==> config.mk <==
export PLATFORM = sky130hd
export DESIGN_NAME = uart_boot_sequencer
export DESIGN_NICKNAME = d
export VERILOG_FILES = /design/src/rtl/uart_boot_sequencer.sv
export SDC_FILE = /design/constraint.sdc
export NUM_CORES = 1
export LEC_CHECK = 0
export ABC_AREA = 1
export ABC_CLOCK_PERIOD_IN_PS = 2150
export BUFFER_PORTS_ARGS = -buffer_cell sky130_fd_sc_hd__clkbuf_2
export CORE_ASPECT_RATIO = 1.25
export CORE_UTILIZATION = 59
export CTS_CLUSTER_SIZE = 8
export DETAILED_ROUTE_END_ITERATION = 10
export GPL_TIMING_DRIVEN = 1
export PLACE_DENSITY_LB_ADDON = 0.12
export SLEW_MARGIN = 15
export SYNTH_ARGS = -nofsm -noshare
export SYNTH_HDL_FRONTEND = slang
export SYNTH_SLANG_ARGS = --single-unit
==> constraint.sdc <==
create_clock -name clk -period 2.15 [get_ports clk]
set_input_delay 0.43 -clock clk [delete_from_list [all_inputs] [get_ports clk]]
set_output_delay 0.43 -clock clk [all_outputs]
set_load 0.005 [all_outputs]
==> src/rtl/uart_boot_sequencer.sv <==
// UART boot sequencer: parses L/R/H host commands, writes program words
// to SoC memory over req/ack and gates the core reset.
module uart_boot_sequencer #(
  parameter int unsigned TIMEOUT_CYCLES = 1_000_000,
  parameter bit          HOLD_AT_RESET  = 1'b1
) (
  input  logic        clk,
  input  logic        rst_n,
  input  logic        rx_valid,
  input  logic [7:0]  rx_data,
  output logic        tx_valid,
  output logic [7:0]  tx_data,
  input  logic        tx_ready,
  output logic        mem_req,
  output logic [31:0] mem_addr,
  output logic [31:0] mem_wdata,
  input  logic        mem_ack,
  output logic        core_reset,
  output logic        busy,
  output logic        err
);

  localparam int unsigned TW = $clog2(TIMEOUT_CYCLES + 1);
  localparam logic [TW-1:0] TMAX = TW'(TIMEOUT_CYCLES - 1);
  localparam logic [7:0] ACK   = 8'h06;
  localparam logic [7:0] NAK   = 8'h15;
  localparam logic [7:0] CMD_L = 8'h4C;
  localparam logic [7:0] CMD_R = 8'h52;
  localparam logic [7:0] CMD_H = 8'h48;

  typedef enum logic [2:0] {
    S_IDLE, S_ADDR, S_LEN, S_DATA, S_WRITE, S_RESP
  } state_e;

  state_e        state_q, state_d;
  logic [1:0]    bcnt_q, bcnt_d;
  logic [15:0]   cnt_q, cnt_d;
  logic [31:0]   addr_q, addr_d;
  logic [31:0]   wdata_q, wdata_d;
  logic          txv_q, txv_d;
  logic [7:0]    txd_q, txd_d;
  logic          req_q, req_d;
  logic          core_q, core_d;
  logic          err_q, err_d;
  logic          ovr_q, ovr_d;
  logic [TW-1:0] tmr_q, tmr_d;
  logic [15:0]   len_w;

  assign len_w = {rx_data, cnt_q[15:8]};

  always_ff @(posedge clk or negedge rst_n) begin
    if (!rst_n) begin
      state_q <= S_IDLE;
      bcnt_q  <= '0;
      cnt_q   <= '0;
      addr_q  <= '0;
      wdata_q <= '0;
      txv_q   <= 1'b0;
      txd_q   <= '0;
      req_q   <= 1'b0;
      core_q  <= HOLD_AT_RESET;
      err_q   <= 1'b0;
      ovr_q   <= 1'b0;
      tmr_q   <= '0;
    end else begin
      state_q <= state_d;
      bcnt_q  <= bcnt_d;
      cnt_q   <= cnt_d;
      addr_q  <= addr_d;
      wdata_q <= wdata_d;
      txv_q   <= txv_d;
      txd_q   <= txd_d;
      req_q   <= req_d;
      core_q  <= core_d;
      err_q   <= err_d;
      ovr_q   <= ovr_d;
      tmr_q   <= tmr_d;
    end
  end

  always_comb begin
    state_d = state_q;
    bcnt_d  = bcnt_q;
    cnt_d   = cnt_q;
    addr_d  = addr_q;
    wdata_d = wdata_q;
    txv_d   = txv_q;
    txd_d   = txd_q;
    req_d   = req_q;
    core_d  = core_q;
    err_d   = err_q;
    ovr_d   = ovr_q;
    tmr_d   = tmr_q;
    unique case (state_q)
      S_IDLE: begin
        if (rx_valid) begin
          unique case (1'b1)
            (rx_data == CMD_L): begin
              state_d = S_ADDR;
              err_d   = 1'b0;
              core_d  = 1'b1;
              bcnt_d  = '0;
              cnt_d   = '0;
              ovr_d   = 1'b0;
              tmr_d   = '0;
            end
            (rx_data == CMD_R): begin
              err_d   = 1'b0;
              core_d  = 1'b0;
              state_d = S_RESP;
              txv_d   = 1'b1;
              txd_d   = ACK;
            end
            (rx_data == CMD_H): begin
              err_d   = 1'b0;
              core_d  = 1'b1;
              state_d = S_RESP;
              txv_d   = 1'b1;
              txd_d   = ACK;
            end
            default: begin
              err_d   = 1'b1;
              state_d = S_RESP;
              txv_d   = 1'b1;
              txd_d   = NAK;
            end
          endcase
        end
      end
      S_ADDR, S_LEN, S_DATA: begin
        if (!rx_valid) begin
          if (tmr_q == TMAX) begin
            err_d   = 1'b1;
            state_d = S_RESP;
            txv_d   = 1'b1;
            txd_d   = NAK;
          end else begin
            tmr_d = tmr_q + 1'b1;
          end
        end else begin
          tmr_d  = '0;
          bcnt_d = bcnt_q + 2'd1;
          unique case (1'b1)
            (state_q == S_ADDR): begin
              addr_d = {rx_data, addr_q[31:8]};
              if (bcnt_q == 2'd3) state_d = S_LEN;
            end
            (state_q == S_LEN): begin
              cnt_d = len_w;
              if (bcnt_q == 2'd1) begin
                bcnt_d = '0;
                if (len_w == 16'd0) begin
                  state_d = S_RESP;
                  txv_d   = 1'b1;
                  txd_d   = ACK;
                end else begin
                  state_d = S_DATA;
                end
              end
            end
            default: begin
              wdata_d = {rx_data, wdata_q[31:8]};
              if (bcnt_q == 2'd3) begin
                state_d = S_WRITE;
                req_d   = 1'b1;
              end
            end
          endcase
        end
      end
      S_WRITE: begin
        tmr_d = '0;
        if (rx_valid) begin
          err_d = 1'b1;
          ovr_d = 1'b1;
        end
        if (mem_ack && req_q) begin
          req_d  = 1'b0;
          addr_d = {addr_q[31:2] + 30'd1, 2'b00};
          cnt_d  = cnt_q - 16'd1;
          // An overrun abandons the rest of the frame after this word
          if (ovr_q || rx_valid) begin
            state_d = S_RESP;
            txv_d   = 1'b1;
            txd_d   = NAK;
          end else if (cnt_q == 16'd1) begin
            state_d = S_RESP;
            txv_d   = 1'b1;
            txd_d   = ACK;
          end else begin
            state_d = S_DATA;
          end
        end
      end
      S_RESP: begin
        if (rx_valid) err_d = 1'b1;
        if (tx_ready) begin
          txv_d   = 1'b0;
          state_d = S_IDLE;
        end
      end
      default: state_d = S_IDLE;
    endcase
  end

  assign tx_valid   = txv_q;
  assign tx_data    = txd_q;
  assign mem_req    = req_q;
  assign mem_addr   = {addr_q[31:2], 2'b00};
  assign mem_wdata  = wdata_q;
  assign core_reset = core_q;
  assign busy       = (state_q != S_IDLE);
  assign err        = err_q;

endmodule
==> results.txt, run 1 <==
The total clock buffers created by CTS is 9, and the worst-case reg-to-reg path depth is 8. The wire-length estimate of the detail-placed layout is 13,900 um. The number of setup buffers added after CTS is 0.

Cell count after placement: 1,214. For the switching power total, the log shows 5320 uW. The number of search-and-repair iterations in the first detailed-routing pass is 6.

The fraction of synthesized cell area taken by the top area cell type is 0.394, and the highest attainable clock frequency is 502 MHz. For the pin with the worst max-slew slack, the measured transition is 0.547 ns. The repair_antennas step left the layout with diodes totalling 0. The finished layout holds 1,230 standard cells, fillers aside. In the post-synthesis netlist, the cell with the most instances is sky130_fd_sc_hd__nand2_1.

Across the routed clock network, the largest skew measured is 0.0147 ns. In this run the number of cells on the critical path is 8. The total standard cell area after synthesis is 6980 um^2, and the die area is 12,300 um^2. The run gives 18,500 um as the final routed wirelength across all metal layers. The fraction of the yosys area taken by sequential cells came out at 0.398. For the worst setup path, the data required time is 2.42 ns.

The all-layer global routing usage came out at 0.311. The worst vdd rail ir drop was 0.824 mV. The count of final max-slew check failures was 0; the final number of hold-violating endpoints was 0. After clock tree synthesis, the clock-pin slew on the worst setup and hold paths is 0.09 ns.

On the final layout, the worst hold slack is 0.0471 ns. The synthesized area per cell works out to 6.95 um^2. The cell family contributing the most delay on the critical path is simple AND/OR/NAND/NOR gates. Ranked by total cell area, the synthesized netlist is headed by sky130_fd_sc_hd__dfrtp_1 39%, sky130_fd_sc_hd__nand2_1 15%, sky130_fd_sc_hd__nor2_1 7.0%.

The H-tree generated during clock tree synthesis spans 3 levels. The initial antenna violation count came out at 0. The completed layout was analyzed and its total power is 11,100 uW. Using the TritonRoute via totals, the vias-per-cell ratio works out to 5.55.

The commonest cells after synthesis are 286 x sky130_fd_sc_hd__nand2_1, 131 x sky130_fd_sc_hd__nor2_1, 110 x sky130_fd_sc_hd__dfrtp_1, 104 x sky130_fd_sc_hd__inv_1, 70 x sky130_fd_sc_hd__nand3_1. The count of nets left with antenna violations once routing finished came out at 0. The type of the tightest min-delay check is in -> async. The clock net sink count is 111, and the post-detailed-route DRC marker count is 0.

The area of the placeable core was 11,600 um^2. The number of different library cells used by synthesis comes to 44. Summed over all layers, the global routing overflow is 0. Along the worst path, the maximum fanout reaches 25. The power share of the clock group is 0.160.

Cell internal power was estimated by the tool at 5770 uW. The fraction of layout cells with a size suffix above 1 is 0.158, and the switching part of the total power is 0.480. The critical path capture point type was a register. Setup repair after global routing left no endpoint under its margin. Max-capacitance violation count: 0. The height of the die was 124 um; the final setup TNS was 0 ns.

The initial core utilization is 0.604. Share of flip-flops with an asynchronous set or reset: 1.00. The routed layout has 6,827 vias.

TritonCTS built the clock tree. Setup slack closes at 0.159 ns. The total power per unit cell area is 1400 nW/um^2. For the final RePlAce weighted congestion, the log shows 0.945.

During placement, the flow inserted port buffers numbering 83. For the worst-skew pair, the clock arrives at the later sink with an insertion delay of 0.36 ns. The post-placement setup slack is 0.128 ns, and the final-stage net count is 1,104.

The run finished with clean final reports. By startpoint and endpoint, the worst setup path is classified as reg -> reg. The launching element type of the critical path is a register. The post-synthesis cell type with the largest combined area is sky130_fd_sc_hd__dfrtp_1. After floorplanning, the core was divided into 44 placement rows. For this design the top-level I/O count stands at 90. The tools report the headroom to the max-slew limit as 0.636. On the worst path, the slowest cell contributes a delay of 0.49 ns. The post-route minimum period is 1.99 ns, and the synthesized flop and latch total is 111. Hold repair after CTS inserted 0 buffers.

The count of flip-flops with a built-in enable after synthesis was 0. The signal on the critical path passes through nor2_4 > nor2_8 > nand2_4 > nand2_2 > a21oi_4 > buf_4 > o21ai_1 > a22oi_1. The data arrival time at the worst-slack endpoint is 2.26 ns. The sequential group share of total power is 0.340. Summed over all cells, the static leakage comes to 0.00388 uW.

The buffering stage count on the worst path with inverters included is 1. For the number of warnings issued by yosys, the log shows 0. Entering global routing, the biggest net connects 57 pins. The global-route wire length before repair was 29,900 um; the wire length per cell after detailed routing was 15.0 um. The floorplan step set the die width to 99.3 um. The via count of the first global-routing pass is 6,244, and the share of the clock period used by the worst path after layout is 0.926. In this run the deepest clock path goes through 2 buffers. In this run, the number of DRC markers left after iteration 0 of detailed routing was 503. Post-cts resize count: 0.

The largest individual stage delay along the critical path comes from the cell sky130_fd_sc_hd__dfrtp_1. The share of total power in combinational logic is 0.499. The tools report the setup-violating endpoint count in the final report as 0. The most instantiated flip-flop cell in the synthesis netlist is sky130_fd_sc_hd__dfrtp_1.

The run gives 1,004 as the cell count after synthesis. Clock tree synthesis selected as its root buffer the cell sky130_fd_sc_hd__clkbuf_16. Compared with the post-synthesis result, the final layout area differs by 13.2%.
cell usage in the layout (no fill, tap or decap), types with 3 or more instances in the layout:
cell                        instances
sky130_fd_sc_hd__clkbuf_2          82
sky130_fd_sc_hd__buf_4             17
sky130_fd_sc_hd__nand2_1          286
sky130_fd_sc_hd__mux2_2             8
sky130_fd_sc_hd__nand3_1           69
sky130_fd_sc_hd__o21ai_0           64
sky130_fd_sc_hd__nor2_2             4
sky130_fd_sc_hd__dfrtp_1          110
sky130_fd_sc_hd__a21oi_1           50
sky130_fd_sc_hd__o21ai_2           10
sky130_fd_sc_hd__nand2_4            4
sky130_fd_sc_hd__nand2_2            7
sky130_fd_sc_hd__o31ai_1            4
sky130_fd_sc_hd__inv_2              8
sky130_fd_sc_hd__nand4_1           21
sky130_fd_sc_hd__o21ai_1           20
sky130_fd_sc_hd__clkbuf_16          9
sky130_fd_sc_hd__clkinv_8           4
sky130_fd_sc_hd__nor2_1           131
sky130_fd_sc_hd__nor3_1            18
sky130_fd_sc_hd__xor2_1            13
sky130_fd_sc_hd__buf_12             4
sky130_fd_sc_hd__inv_1            104
sky130_fd_sc_hd__o22ai_1            5
sky130_fd_sc_hd__a22oi_1            3
sky130_fd_sc_hd__conb_1             6
sky130_fd_sc_hd__nand3_2            3
sky130_fd_sc_hd__ha_1               4
through the flow:
stage	util	area (um^2)
floorplan	-	7000
global placement	0.656	7580
detailed placement	0.656	7580
CTS	0.684	7910
global route	0.684	7910
finish	0.684	7910
power by group through the flow:
stage	logic, uW	clock network, uW	registers [uW]
2_1_floorplan	3880	0	3590
3_3_place_gp	5430	0	3780
3_5_place_dp	5520	0	3790
4_1_cts	5530	1800	3760
5_1_grt	6270	1880	3870
6_report	5540	1780	3780
path summary, 6_finish.rpt:
path | start | to | slack, ns
max | state_q[1] | addr_q[4] | 0.16
min | rst_n | mem_wdata[7] | 0.05
max reg2reg | state_q[1] | addr_q[4] | 0.16
min reg2reg | tx_data[2] | tx_data[2] | 0.48
max in group asynchronous | rst_n | core_reset | 1.40
min in group clk | rx_data[0] | cnt_q[8] | 0.43
routing by layer:
layer	up-vias	global-route usage	routed length, um
met1	3159	0.397	7910
met3	40	0.0410	896
met2	224	0.543	9240
li1	3404	-	-
met5	-	0	0
met4	0	0.113	435
cell type report:
type                       instances  area, um^2
fill                            1041        3650
multi-input combinational        749        3580
sequential                       111        2780
timing repair buffer             103         618
inverter                         113         425
clock buffer                       9         225
tap                              138         173
clock inverter                     7         101
flip-flops by register name, indices dropped and copies added, names as in the netlist:
| register | cells |
|---|---|
| tx_data | 3 |
| ovr_q | 1 |
| cnt_q | 16 |
| tx_valid | 1 |
| state_q | 3 |
| tmr_q | 20 |
| mem_wdata | 32 |
| addr_q | 30 |
| core_reset | 1 |
| mem_req | 1 |
| err | 1 |
| bcnt_q | 2 |
logic make-up (layout without fill, tap and decap cells):
kind of cell | after synthesis | in the layout | share of synthesized area
other | 1 | 6 | 0.000537
XOR/XNOR | 15 | 15 | 0.0188
flip-flops | 111 | 111 | 0.398
multiplexers | 8 | 8 | 0.0129
adder cells (fa/ha/maj) | 4 | 4 | 0.00717
AO/OA/AOI/OAI | 165 | 165 | 0.133
AND/OR/NAND/NOR | 551 | 551 | 0.337
buffers and inverters | 149 | 232 | 0.0919
No activity file was read; power rests on OpenSTA's default activity.
==> inputs of run 2 (changes only) <==
--- a/config.mk
+++ b/config.mk
@@ -6,13 +6,14 @@
 export NUM_CORES = 1
 export LEC_CHECK = 0
 export ABC_AREA = 1
-export ABC_CLOCK_PERIOD_IN_PS = 2150
+export ABC_CLOCK_PERIOD_IN_PS = 1600
 export BUFFER_PORTS_ARGS = -buffer_cell sky130_fd_sc_hd__clkbuf_2
 export CORE_ASPECT_RATIO = 1.25
-export CORE_UTILIZATION = 59
+export CORE_UTILIZATION = 53
 export CTS_CLUSTER_SIZE = 8
 export DETAILED_ROUTE_END_ITERATION = 10
 export GPL_TIMING_DRIVEN = 1
+export MAX_ROUTING_LAYER = met4
 export PLACE_DENSITY_LB_ADDON = 0.12
 export SLEW_MARGIN = 15
 export SYNTH_ARGS = -nofsm -noshare
==> constraint.sdc (replaced) <==
create_clock -name clk -period 1.6 [get_ports clk]
set_input_delay 0.32 -clock clk [delete_from_list [all_inputs] [get_ports clk]]
set_output_delay 0.32 -clock clk [all_outputs]
set_load 0.005 [all_outputs]
==> run 2 against run 1 <==
The run now ends with setup timing left. Largest cell class unchanged. Sequential share of layout area is 6.7 points lower. Critical path type unchanged. Combinational power increased by 110%. Global-route usage rose by 0.58 points. First-iteration DRC count rose by 8.3%. Wire length is 19% higher. Largest power group unchanged. Clock skew is 0.0030 ns lower. Cell area up 24%.
==> results.txt, run 2 (same netlist as run 1, synthesis figures left out) <==
Setup violations remaining at the end of the flow were counted as 22. The final routed wirelength across all metal layers came out at 22,000 um. The tools report the pin count of the biggest net entering global routing as 47.

The flip-flop count of the largest register after layout works out to 32. The checks that failed: setup timing. The tools report the all-layer global routing usage as 0.317.

Traced cell by cell, the critical path runs through inv_2 > nor2_1 > nand2_2 > a21oi_4 > buf_12 > o21ai_1 > a22oi_1. The clock passes through at most 2 buffers. The total power per unit cell area is 1950 nW/um^2, and the sequential group share of total power is 0.258. For the post-route antenna net violation count, the log shows 0. The run gives 9 as the total clock buffers created by CTS. The run gives 3 as the depth of the CTS H-tree. The via count of the first global-routing pass is 7,026. Internal power comes to 10,500 uW. Static timing analysis puts the maximum clock frequency at 589 MHz. In this run the worst path has a maximum fanout of 11. The tools report the reg-to-reg setup timing slack as -0.1 ns. The final layout contains 1,250 nets. The floorplan step set the die height to 130 um.

The run gives -0.711 ns as the final setup TNS. The number of vias per cell after detailed routing came out at 5.48. 0 antenna diodes ended up in the layout. The initial antenna violation count came out at 0.

Power share of the clock group: 0.128. The flow ran to the end, but the final reports show violations. The switching part of the total power was 0.450.

Setup repair after global routing could not meet its margin everywhere. The post-detailed-route DRC marker count is 0, and the clock input transition at the sequential cells of the worst setup and hold paths is 0.08 ns. The tool flagged a number of max-cap violations equal to 0. The tools report the required time at the endpoint of the critical path as 1.87 ns.

Overall power consumption after layout is estimated at 19,100 uW. The initial core utilization was 0.546; the fraction of layout cells with a size suffix above 1 was 0.347. The worst setup path category was reg -> reg. The logs give 0 for the count of final max-slew check failures and 15,600 um for the detailed placer's ending HPWL.

Switching power total: 8570 uW. Including well taps, the total number of placed cells is 1,364. The floorplan step defined a die boundary enclosing 13,600 um^2. The total area inside the core boundary comes to 12,800 um^2.

The initial detailed-routing violation count is 545. Leaving out fill and tap cells, the most frequent cells in the layout are 262 x sky130_fd_sc_hd__nand2_1, 136 x sky130_fd_sc_hd__buf_4, 104 x sky130_fd_sc_hd__dfrtp_1, 97 x sky130_fd_sc_hd__inv_1, 96 x sky130_fd_sc_hd__nor2_1. For this run the aggregate overflow at the end of global routing stands at 0. For the worst setup path, the data arrival time is 1.97 ns. For the global-route wire length before repair, the log shows 33,100 um. The cell with the largest stage delay on the worst path was sky130_fd_sc_hd__dfrtp_1. The logs give 0 for the final number of hold-violating endpoints and 0.309 ns for the final hold slack. From left edge to right edge, the die measures 105 um. The share of the clock period used by the worst path after layout is 1.06.

The final worst slack is -0.0982 ns. The share of total power in combinational logic is 0.614, and the area growth from synthesis to final layout is 40.1%. For the placement row count, the log shows 46. STA classifies the critical path endpoint as a register.

On the worst path, the slowest cell contributes a delay of 0.44 ns. The layout has 988 filler cells. Leaving out fill and tap cells, the most frequent cell in the layout is sky130_fd_sc_hd__nand2_1.

For the worst-skew pair, the clock arrives at the later sink with an insertion delay of 0.37 ns. Buffers placed on the I/O ports in this run total 83. The congestion estimate from routability-driven global placement came to 0.955. STA classifies the critical path startpoint as a register.

The pre-antenna-repair detailed-routing pass consisted of 5 iterations. The type of the tightest min-delay check is in -> reg. During I/O placement, the number of pins put on the boundary was 90. The run gives 0.0117 ns as the maximum clock skew at final layout. After detailed routing, the average wire length per cell comes to 15.6 um. TritonCTS built the clock tree. The logs give 1.13 mV for the worst vdd rail ir drop and 0.766 for the utilization after layout. CTS saw 111 sinks. The root cell of the clock tree was sky130_fd_sc_hd__clkbuf_16. The run gives 7,698 as the detailed-route via count. Summed over all cells, the static leakage comes to 0.00476 uW. The routed design could run at a clock period as short as 1.70 ns.

The number of standard cells in the final layout excluding fillers was 1,406.
==> run 2: cell count changes in the layout (fill, tap and decap cells not counted), sizes merged <==
cell and change:
clkbuf +3, bufinv +1, dlygate4sd3 +1, inv -1, clkinv -1, buf +143
==> run 2: through the flow <==
stage / area, um^2 / setup slack [ns]
floorplan: 7010 / 0.0169
global placement: 8660 / -0.0316
detailed placement: 8660 / -0.0798
CTS: 9100 / -0.0604
global route: 9780 / -0.120
finish: 9780 / -0.0982
==> run 2: layer usage <==
| layer | up-vias | routed length [um] | track usage |
|---|---|---|---|
| li1 | 3697 | - | - |
| met1 | 3667 | 8890 | 0.378 |
| met2 | 269 | 11300 | 0.552 |
| met3 | 65 | 1170 | 0.0440 |
| met4 | 0 | 648 | 0.110 |
| met5 | - | 0 | - |
==> run 2: cell type report <==
| class | count | area [um^2] | area share |
|---|---|---|---|
| multi-input combinational | 749 | 4060 | 0.415 |
| tap | 168 | 210 | 0.0215 |
| clock inverter | 6 | 86.3 | 0.00883 |
| timing repair buffer | 249 | 1950 | 0.199 |
| sequential | 111 | 2790 | 0.285 |
| inverter | 113 | 467 | 0.0477 |
| clock buffer | 10 | 229 | 0.0234 |
==> run 2: timing repair <==
action	CTS	global route
gates cloned	0	4
hold buffers	1	0
pin swaps	9	33
hold endpoints to repair	10	0
endpoints found under the setup margin	57	74
resized for setup	27	154
setup buffers	7	16
==> run 2: worst max-delay path, delay by kind of cell (launching register included) <==
family / cells / cell delay, ns
AOI/OAI and AO/OA: 3 / 0.52
buffers and inverters: 2 / 0.25
DFF: 1 / 0.44
and+or+nand+nor: 2 / 0.38
==> run 2: path summary, 6_finish.rpt <==
path,from,endpoint,cells past startpoint
max reg2reg,state_q[0],addr_q[14],7
min,rx_data[7],cnt_q[15],3
min reg2reg,tx_data[2],tx_data[2],2
min in group asynchronous,rst_n,mem_wdata[25],2
max in group asynchronous,rst_n,addr_q[18],3
max,state_q[0],addr_q[14],7
==> run 2: power groups by stage <==
stage / Clock (uW) / Sequential (uW) / Combinational [uW]
6_report: 2430 / 4920 / 11700
5_1_grt: 2570 / 5030 / 12700
4_1_cts: 2460 / 4860 / 9960
3_5_place_dp: 0 / 4890 / 9670
3_3_place_gp: 0 / 4870 / 9490
2_1_floorplan: 0 / 4830 / 5220
==> inputs of run 3 (changes only) <==
--- a/config.mk
+++ b/config.mk
@@ -5,16 +5,17 @@
 export SDC_FILE = /design/constraint.sdc
 export NUM_CORES = 1
 export LEC_CHECK = 0
-export ABC_AREA = 1
+export ABC_AREA = 0
 export ABC_CLOCK_PERIOD_IN_PS = 1600
 export BUFFER_PORTS_ARGS = -buffer_cell sky130_fd_sc_hd__clkbuf_2
 export CORE_ASPECT_RATIO = 1.25
-export CORE_UTILIZATION = 53
+export CORE_UTILIZATION = 52
 export CTS_CLUSTER_SIZE = 8
 export DETAILED_ROUTE_END_ITERATION = 10
 export GPL_TIMING_DRIVEN = 1
 export MAX_ROUTING_LAYER = met4
 export PLACE_DENSITY_LB_ADDON = 0.12
+export REMOVE_ABC_BUFFERS = 1
 export SLEW_MARGIN = 15
 export SYNTH_ARGS = -nofsm -noshare
 export SYNTH_HDL_FRONTEND = slang
==> run 3 against run 2 <==
The run still ends with setup timing left. Die area down 11%. Non-clock buffer count up 76. Clock power about the same. Via count up 2.0%. Critical path depth up 1. Area after synthesis down 13%. Largest power group is now sequential cells.
==> results.txt, run 3 <==
The initial antenna violation count is 0, and the initial core utilization is 0.543. The cell count after placement was 1,023. The die is 123 um tall.

The clock net in this run drives a total of 111 sinks. The total area of multi-input combinational cells came out at 4140 um^2. The tool flagged a number of max-cap violations equal to 0. The run gives 11,200 um^2 as the area of the placeable core.

The fraction of synthesized cell area taken by the top area cell type is 0.451, and the final-stage net count is 983. Across all register-to-register paths, the minimum setup slack is -0.50 ns. The fraction of layout cells with a size suffix above 1 is 0.567, and the power share of the clock group is 0.444.

The count of flip-flops with a built-in enable after synthesis is 0, and the peak fanout along the critical path is 7. In this run the deepest clock path goes through 2 buffers. At the pin with the least slew margin, the transition time is 0.550 ns. The count of nets left with antenna violations once routing finished came out at 0.

The min-delay analysis places its worst path in the category in -> reg. The wire length per cell after detailed routing is 25.7 um, and the post-placement setup slack is -0.552 ns. Summing over every cut layer, the via total after detailed routing is 7,851.

For this block, the routed nets add up to 28,400 um of wire. The run gives 70 as the number of unique standard cell types used by synthesis. The synthesized flop and latch total was 111.

The tools report the root cell of the clock tree as sky130_fd_sc_hd__clkbuf_16. Setup repair after global routing could not meet its margin everywhere. Synthesized area per cell: 9.11 um^2. The final RePlAce weighted congestion was 0.939; the clock input transition at the sequential cells of the worst setup and hold paths was 0.09 ns. Share of flip-flops with an asynchronous set or reset: 1.00.

The HPWL after detailed placement is 13,000 um. Summing all placed instances gives a cell area of 7910 um^2. After routing the design area is 10,300 um^2. Start of the worst register-to-register path: state_q[1]. The final worst slack was -0.505 ns; the final hold slack was 0.306 ns. The share of the clock period used by the worst path after layout works out to 1.32. The register with the most flip-flops in the layout has 32 of them. The run gives 0.041 as the share of total power in combinational logic. The number of inserted diodes was 0. The total standard cell area after synthesis was 6100 um^2. For the total of fill cells in the finished design, the log shows 417. For the total clock buffers created by CTS, the log shows 9. Ranked by instance count, the synthesized netlist is headed by 110 x sky130_fd_sc_hd__dfrtp_1, 76 x sky130_fd_sc_hd__o21ai_0, 61 x sky130_fd_sc_hd__a21oi_1, 59 x sky130_fd_sc_hd__nor2_1, 58 x sky130_fd_sc_hd__nand2_1. Worst setup path category: reg -> reg. Data on the critical path is required at its endpoint by 1.86 ns. The count of final max-slew check failures is 0.

The worst setup path is captured at a register. For the leakage power total, the log shows 0.00483 uW. The number of warnings issued by yosys was 0.

The die covers 12,200 um^2. The maximum clock skew at final layout was 0.0113 ns. The setup-violating endpoint count in the final report came out at 91. Entering global routing, the biggest net connects 54 pins. After layout, the minimum clock period comes to 2.10 ns. The logs give 0 for the final number of hold-violating endpoints and 475 MHz for the highest attainable clock frequency. The worst register-to-register path ends at addr_q[11]. For this run, design rule violations remaining after detail routing come to 0.

The worst-case reg-to-reg path depth is 8. Headroom to the max-slew limit: 0.634. The total overflow left after global routing is 0.

The switching part of the total power was 0.264. The count of boundary I/O pins was 90. The cell count after synthesis is 670, and the fraction of the yosys area taken by sequential cells is 0.455.

By instance count, the leading cell after synthesis is sky130_fd_sc_hd__dfrtp_1. The most critical setup path has its startpoint at state_q[1]. The run gives 1440 uW as the switching power total. The run gives 3 as the depth of the CTS H-tree. The launching element type of the critical path was a register. In this run the worst setup path terminates at addr_q[11].

Relative to the synthesized area, the layout overhead comes to 68.1%. The checks that failed: setup timing. Internal power comes to 4010 uW.

The sequential group share of total power is 0.515, and the worst vdd rail ir drop is 0.620 mV. The tools report the all-layer global routing usage as 0.341. The library cell used most frequently in the layout, excluding fill and tap cells, is sky130_fd_sc_hd__buf_4.

Clock latency on the worst-skew pair, taken at its later pin, is 0.37 ns. For the placement row count, the log shows 43. The number of vias per cell after detailed routing is 7.10, and the initial detailed-routing violation count is 911.

Global-route wire length before repair: 31,700 um. The pre-antenna-repair detailed-routing pass consisted of 6 iterations. Dividing total power by cell area gives a power density of 531 nW/um^2. The post-synthesis cell type with the largest combined area was sky130_fd_sc_hd__dfrtp_1.

Summing all flip-flop and latch instances after layout gives 2780 um^2. Data arrival time at the worst-slack endpoint: 2.36 ns. In the post-synthesis netlist, the biggest area contributors are sky130_fd_sc_hd__dfrtp_1 45%, sky130_fd_sc_hd__o21ai_0 6.2%, sky130_fd_sc_hd__mux2_2 6.1%. The run finished, with violations left. TritonCTS built the clock tree. In this run the tool buffered the top-level ports with 83 buffer cells. Leaving out fill and tap cells, the most frequent cells in the layout are 164 x sky130_fd_sc_hd__buf_4, 107 x sky130_fd_sc_hd__dfrtp_1, 81 x sky130_fd_sc_hd__clkbuf_2, 49 x sky130_fd_sc_hd__buf_6.

Die boundary width: 98.9 um. The most instantiated flip-flop cell in the synthesis netlist is sky130_fd_sc_hd__dfrtp_1. Excluding fillers, the count of instances in the completed layout stands at 1,106. The tools report the final setup TNS as -24.38 ns. The run gives 6,443 as the via count of the first global-routing pass.
-- run 3: cell types whose count changed after synthesis, moves of 12 or more --
cell,change
sky130_fd_sc_hd__inv_1,-90
sky130_fd_sc_hd__mux2_2,+25
sky130_fd_sc_hd__nand2_1,-228
sky130_fd_sc_hd__nand3_1,-43
sky130_fd_sc_hd__nor2_1,-72
sky130_fd_sc_hd__o21ai_0,+12
sky130_fd_sc_hd__o21ai_1,-19
-- run 3: layout make-up --
cell class | count | share of cell area
multi-input cells | 505 | 0.403
repair buffers | 325 | 0.274
flip-flops and latches | 111 | 0.271
clock buffers | 9 | 0.0219
well taps | 135 | 0.0165
clock inverters | 7 | 0.00768
inverters | 14 | 0.00561
-- run 3: repair_timing --
action                                  in CTS  in global routing
pin swaps                                   34                 96
gates resized for setup                    116                254
hold endpoints to repair                    28                  0
hold buffers                                 1                  0
endpoints found under the setup margin     108                109
buffers inserted                            17                 45
cloned                                       3                 12
-- run 3: how the worst min path moves through the flow --
| stage | from | endpoint | slack [ns] | cells past startpoint |
|---|---|---|---|---|
| floorplan | rst_n | addr_q[10] | 0.02 | 0 |
| global placement | rst_n | mem_wdata[9] | 0.31 | 1 |
| detailed placement | rst_n | mem_wdata[17] | 0.32 | 1 |
| CTS | tx_ready | state_q[2] | 0.27 | 3 |
| global route | tx_ready | state_q[2] | 0.33 | 3 |
| finish | tx_ready | state_q[2] | 0.31 | 3 |
-- run 3: routing by layer --
layer,GRT usage,vias up,wire (um)
met2,0.580,780,13300
li1,-,3062,-
met1,0.416,3704,9490
met5,-,-,0
met4,0.134,0,2410
met3,0.0401,305,3240
-- run 3: worst max-delay path, cell delays in order, from the launching register on --
cell,delay [ns]
sky130_fd_sc_hd__dfrtp_2,0.49
sky130_fd_sc_hd__buf_6,0.16
sky130_fd_sc_hd__or3b_4,0.47
sky130_fd_sc_hd__buf_12,0.18
sky130_fd_sc_hd__buf_6,0.12
sky130_fd_sc_hd__a21oi_2,0.26
sky130_fd_sc_hd__nor2_1,0.11
sky130_fd_sc_hd__nor2_1,0.12
sky130_fd_sc_hd__a21oi_1,0.07
-- run 3: kinds of logic (layout without fill, tap and decap cells) --
family | count (synthesis) | after routing | share of synthesized area
simple gates | 233 | 233 | 0.196
compound gates | 215 | 215 | 0.213
flops | 111 | 111 | 0.455
buf+inv | 59 | 355 | 0.0439
mux | 38 | 38 | 0.0699
xor+xnor | 9 | 9 | 0.0129
fa+ha+maj | 4 | 4 | 0.00820
other cells | 1 | 6 | 0.000614
-- run 3: metrics by stage --
stage                      util  power (uW)
after floorplan               -        2890
after global placement    0.703        3050
after detailed placement  0.703        3060
after CTS                 0.786        5370
after global routing      0.913        5560
final                     0.913        5450
-- run 3: power by group through the flow --
stage / sequential, uW / clock, uW / combinational (uW)
after floorplan: 2860 / 0 / 28.6
after global placement: 2860 / 0 / 190
after detailed placement: 2860 / 0 / 194
after CTS: 2810 / 2360 / 200
after global routing: 2810 / 2510 / 241
final: 2810 / 2420 / 226
